`config.mk`:
```
export PLATFORM = sky130hd
export DESIGN_NAME = multicycle_control
export DESIGN_NICKNAME = d
export VERILOG_FILES = /design/src/rtl/multicycle_control.sv
export SDC_FILE = /design/constraint.sdc
export NUM_CORES = 1
export LEC_CHECK = 0
export BUFFER_PORTS_ARGS = -buffer_cell sky130_fd_sc_hd__buf_2
export CORE_AREA = 4 4 41 43
export DETAILED_ROUTE_END_ITERATION = 8
export DIE_AREA = 0 0 45 47
export GPL_ROUTABILITY_DRIVEN = 0
export PLACE_DENSITY = 0.8
export SLEW_MARGIN = 20
export SYNTH_ARGS = -nofsm -noshare
export SYNTH_HDL_FRONTEND = slang
export SYNTH_SLANG_ARGS = --single-unit
```
`constraint.sdc`:
```
create_clock -name clk -period 3.4 [get_ports clk]
set_input_delay 0.34 -clock clk [delete_from_list [all_inputs] [get_ports clk]]
set_output_delay 0.34 -clock clk [all_outputs]
set_load 0.02 [all_outputs]
```
`src/rtl/multicycle_control.sv`:
```
// Control unit for a multicycle MIPS-style datapath.
// A 4-bit state register drives combinational datapath selects and strobes.
// Inputs : clk, reset (async, active-high), Op, Funct, zero (ALU zero flag).
// Outputs: ALU_Control, ALUSrcA, ALUSrcB, PCSrc, IorD, IRWrite, MemWrite,
//          RegWrite, RegDst, MemtoReg, PCEn, illegal_op, state (debug).
module multicycle_control (
  input  logic       clk,
  input  logic       reset,
  input  logic [5:0] Op,
  input  logic [5:0] Funct,
  input  logic       zero,
  output logic [2:0] ALU_Control,
  output logic       ALUSrcA,
  output logic [1:0] ALUSrcB,
  output logic [1:0] PCSrc,
  output logic       IorD,
  output logic       IRWrite,
  output logic       MemWrite,
  output logic       RegWrite,
  output logic       RegDst,
  output logic       MemtoReg,
  output logic       PCEn,
  output logic       illegal_op,
  output logic [3:0] state
);

  localparam int unsigned STATE_W = 4;

  localparam logic [5:0] OP_LW    = 6'b100011;
  localparam logic [5:0] OP_SW    = 6'b101011;
  localparam logic [5:0] OP_RTYPE = 6'b000000;
  localparam logic [5:0] OP_BEQ   = 6'b000100;
  localparam logic [5:0] OP_ADDI  = 6'b001000;
  localparam logic [5:0] OP_J     = 6'b000010;

  localparam logic [1:0] ALUOP_ADD   = 2'b00;
  localparam logic [1:0] ALUOP_SUB   = 2'b01;
  localparam logic [1:0] ALUOP_FUNCT = 2'b10;

  typedef enum logic [STATE_W-1:0] {
    S_FETCH   = 4'd0,
    S_DECODE  = 4'd1,
    S_MEMADR  = 4'd2,
    S_MEMRD   = 4'd3,
    S_MEMWB   = 4'd4,
    S_MEMWR   = 4'd5,
    S_EXECUTE = 4'd6,
    S_ALUWB   = 4'd7,
    S_BRANCH  = 4'd8,
    S_ADDIEX  = 4'd9,
    S_ADDIWB  = 4'd10,
    S_JUMP    = 4'd11
  } state_t;

  state_t     state_q;
  state_t     state_d;
  logic [1:0] alu_op;
  logic       pc_write;
  logic       branch;
  logic       ir_write;

  // State register; reset forces FETCH without waiting for a clock.
  always_ff @(posedge clk or posedge reset) begin
    if (reset) state_q <= S_FETCH;
    else       state_q <= state_d;
  end

  // Next-state and Moore output decode.
  always_comb begin
    state_d    = S_FETCH;
    alu_op     = ALUOP_ADD;
    pc_write   = 1'b0;
    branch     = 1'b0;
    ir_write   = 1'b0;
    ALUSrcA    = 1'b0;
    ALUSrcB    = 2'b00;
    PCSrc      = 2'b00;
    IorD       = 1'b0;
    MemWrite   = 1'b0;
    RegWrite   = 1'b0;
    RegDst     = 1'b0;
    MemtoReg   = 1'b0;
    illegal_op = 1'b0;
    case (state_q)
      S_FETCH: begin
        ALUSrcB  = 2'b01;
        ir_write = 1'b1;
        pc_write = 1'b1;
        state_d  = S_DECODE;
      end
      S_DECODE: begin
        ALUSrcB = 2'b11;
        case (Op)
          OP_LW, OP_SW: state_d = S_MEMADR;
          OP_RTYPE:     state_d = S_EXECUTE;
          OP_BEQ:       state_d = S_BRANCH;
          OP_ADDI:      state_d = S_ADDIEX;
          OP_J:         state_d = S_JUMP;
          default: begin
            illegal_op = 1'b1;
            state_d    = S_FETCH;
          end
        endcase
      end
      S_MEMADR: begin
        ALUSrcA = 1'b1;
        ALUSrcB = 2'b10;
        state_d = (Op == OP_LW) ? S_MEMRD : S_MEMWR;
      end
      S_MEMRD: begin
        IorD    = 1'b1;
        state_d = S_MEMWB;
      end
      S_MEMWB: begin
        MemtoReg = 1'b1;
        RegWrite = 1'b1;
      end
      S_MEMWR: begin
        IorD     = 1'b1;
        MemWrite = 1'b1;
      end
      S_EXECUTE: begin
        ALUSrcA = 1'b1;
        alu_op  = ALUOP_FUNCT;
        state_d = S_ALUWB;
      end
      S_ALUWB: begin
        RegDst   = 1'b1;
        RegWrite = 1'b1;
      end
      S_BRANCH: begin
        ALUSrcA = 1'b1;
        alu_op  = ALUOP_SUB;
        PCSrc   = 2'b01;
        branch  = 1'b1;
      end
      S_ADDIEX: begin
        ALUSrcA = 1'b1;
        ALUSrcB = 2'b10;
        state_d = S_ADDIWB;
      end
      S_ADDIWB: begin
        RegWrite = 1'b1;
      end
      S_JUMP: begin
        PCSrc    = 2'b10;
        pc_write = 1'b1;
      end
      default: state_d = S_FETCH;
    endcase
  end

  // ALU decoder; unknown R-type functs select 011 so the ALU yields 0.
  always_comb begin
    ALU_Control = 3'b010;
    case (alu_op)
      ALUOP_ADD: ALU_Control = 3'b010;
      ALUOP_SUB: ALU_Control = 3'b110;
      ALUOP_FUNCT: begin
        case (Funct)
          6'b100000: ALU_Control = 3'b010;
          6'b100010: ALU_Control = 3'b110;
          6'b100100: ALU_Control = 3'b000;
          6'b100101: ALU_Control = 3'b001;
          6'b101010: ALU_Control = 3'b111;
          default:   ALU_Control = 3'b011;
        endcase
      end
      default: ALU_Control = 3'b010;
    endcase
  end

  // Reset holds FETCH selects but suppresses its write strobes.
  assign IRWrite = ir_write & ~reset;
  assign PCEn    = (pc_write | (branch & zero)) & ~reset;
  assign state   = STATE_W'(state_q);

endmodule

```
==> impl_results.md <==
- Status: completed
- Slew Limit Headroom: 69.5%
- Avg Inst Size Synth: 7.39 sq um
- Grt met3 use: 3.83%
- PD cells: 514 nW/um^2
- Met2 usage: 30.5%
- Area Growth Syn to Fin: 33.2%
- Post-CTS Setup Repair Bufs: 0
- Initial drt markers: 13
- Setup CP Type: reg -> out
- Combinational group share of total power: 60.3%
- CTS tree: yes
- Via density: 5.47
- Final cell count without fillers: 126
- Clock power share: 14.1%
- Critical path launch point type: register
- DIE AREA: 2120 sq um
- Clk pin slew, worst setup/hold paths: 0.04 ns
- Placed cells: 123
- RSZ-0062 raised after global routing: false
- Slowest stage delay, CP: 0.60 ns
- Input/output buffers: 34
- CTS H-Tree Depth: 1
- Chip height: 47 um
- Row count: 13
- #FFs+latches synth: 4
- Syn_nets: 96
- Core area: 1300 sq um
- Fin crit period: 2.47 ns
- Ys flop type: dfrtp_1
- Share of layout cells above drive strength 1: 36.9%
- Vias in the first global route: 625
- Crit. End Element: output port
- Arrival time worst endpoint: 2.13 ns
- Root Driver: clkbuf_4
- Final Hold Viols: 0
- Max FFs per register: 4
- Post-synth ARST share: 100%
- Share of the synthesized area in the top cell type: 17.4%
- Initial antenna violation count: 0
- Top post-synthesis cells by area: dfrtp_1 17%, ha_1 6.5%, nor2_1 5.9%
- Met1 Usage GRT: 20.1%
- Post-Syn Area: 577 sq um
- Diode count: 0
- Fin area: 768 sq um
- Post-DP HPWL: 1300 um
- Fin Setup TNS: 0 ns
- CTS Buffer Depth: 2
- Sw power: 0.205 mW
- Post-synth top cells: 9 x nor2_1, 6 x inv_1, 5 x nand2_1, 5 x nand2b_1
- Worst path required time: 3.06 ns
- Drt drc: 0
- CP most frequent cell: nand2_1
- Per-cell routed wire length: 12.5 um
- CP Cell Sequence: nor3b_4, nand2_1, inv_1, ha_1, nand2_1, nor4_1, o21a_1, buf_2
- Synthesis Warnings: 0
- Congestion Overflow GR: 0
- Count of unique library cells instantiated by Yosys: 34
- Final worst path period share: 72.5%
- Total number of vias: 689
- Flop pwr share: 25.6%
- Max Cap Violations: 0
- Num CTS Buffers: 3
- Yosys top cell by area: dfrtp_1
- Final wirelength: 1580 um
- Post-synth EDFFs: 0
- P_int: 0.190 mW
- Maximum vdd drop: 0.451 mV
- Hold-fix buffer count after cts: 0
- Seq/Total Area, Yosys: 17.4%
- First-pass GRT wire length: 2690 um
- Mapped Cells: 78
- Crit path max fanout: 15
- Final #Nets: 131
- Placed inst area: 746 sq um
- First-pass DRT Iterations: 4
- Largest net degree at the start of global routing: 16
- Tightest Pin Transition: 0.458 ns
- # IOs: 35
- Leakage: 0.384 nW
- Max-slew violations: 0
- Clk_lat worst skew: 0.23 ns
- Fin Clk Skew: 0.00434 ns
- Detail Route Antenna Nets: 0
- Total track usage: 17.3%
- TritonCTS Sinks: 4
- Switching Fraction: 51.9%
- Slowest cell on crit path: dfrtp_1
- Initial Utilization: 44.3%
- Post-CTS Resized: 0
- Cell with the most instances after synthesis: nor2_1
- Setup-violating endpoint count in the final report: 0
- Fmax achieved: 405 MHz
- Hold Path Class: in -> async
- Top Usage Layer GRT: met2
- Width of the die: 45 um
[cell usage in the layout, fill, tap and decap left out, types with 3 or more instances in the layout]
| cell | Yosys | layout |
|---|---|---|
| ha_1 | 3 | 3 |
| nand2b_1 | 5 | 5 |
| clkbuf_4 | 0 | 3 |
| o21ai_0 | 4 | 4 |
| nand3_1 | 3 | 3 |
| nand2_1 | 5 | 5 |
| buf_2 | 4 | 34 |
| nor2_1 | 9 | 9 |
| xor2_1 | 3 | 3 |
| nor3_1 | 4 | 4 |
| dfrtp_1 | 4 | 4 |
| inv_1 | 6 | 6 |
[power by group through the flow]
stage                     sequential, mW  combinational [mW]  clock (mW)
final                              0.101               0.238      0.0558
after detailed placement           0.101               0.239           0
after global routing               0.107               0.262      0.0654
after floorplan                   0.0890               0.172           0
after CTS                          0.100               0.240      0.0584
after global placement             0.100               0.237           0
[critical path: cells and delay by family, from the launching register on]
family	cells	cell delay, ns
AO/OA/AOI/OAI	1	0.14
flip-flops	1	0.60
adder cells (fa/ha/maj)	1	0.19
AND/OR/NAND/NOR	4	0.69
buffers and inverters	2	0.28
[cell type report]
cell class	instances	area [sq um]
multi-input combinational	64	434
tap	15	18.8
clock buffer	3	22.5
timing repair buffer	34	170
sequential	4	100
inverter	6	22.5
fill	139	533
[worst paths after layout]
path | cells after the start | end | slack, ns | from
worst min register to register | 1 | state[2] | 0.73 | state[3]
worst min-delay path | 2 | state[2] | 0.007 | reset
min in group clk | 4 | state[1] | 0.49 | Op[4]
max in group asynchronous | 2 | state[0] | 3.24 | reset
worst max-delay path | 8 | ALU_Control[2] | 0.93 | state[1]
worst max register to register | 3 | state[1] | 1.87 | state[1]
[per-layer routing]
| metal | wire [um] | up-vias |
|---|---|---|
| met5 | 0 | - |
| met4 | 0 | 0 |
| met3 | 127 | 0 |
| met2 | 814 | 30 |
| met1 | 636 | 306 |
| li1 | - | 353 |
[cell families (layout without fill, tap and decap cells)]
logic type	count (synthesis)	count (layout)	share of synthesized area [%]
AND/OR/NAND/NOR	40	40	42.5
adder cells (fa/ha/maj)	3	3	6.51
buffers and inverters	10	43	7.38
flip-flops	4	4	17.4
AO/OA/AOI/OAI	18	18	21.7
XOR/XNOR	3	3	4.56
[stage by stage]
stage / total power [mW] / hold slack (ns) / utilization [%] / worst slack, ns
after floorplan: 0.261 / 0.106 / - / 1.49
after global placement: 0.337 / 0.240 / 57.3 / 1.30
after detailed placement: 0.340 / 0.247 / 57.3 / 1.20
after CTS: 0.399 / 0.00258 / 59.0 / 0.933
after global routing: 0.434 / 0.0127 / 59.0 / 0.723
final: 0.395 / 0.00675 / 59.0 / 0.934
(Power assumes the default switching activity.)
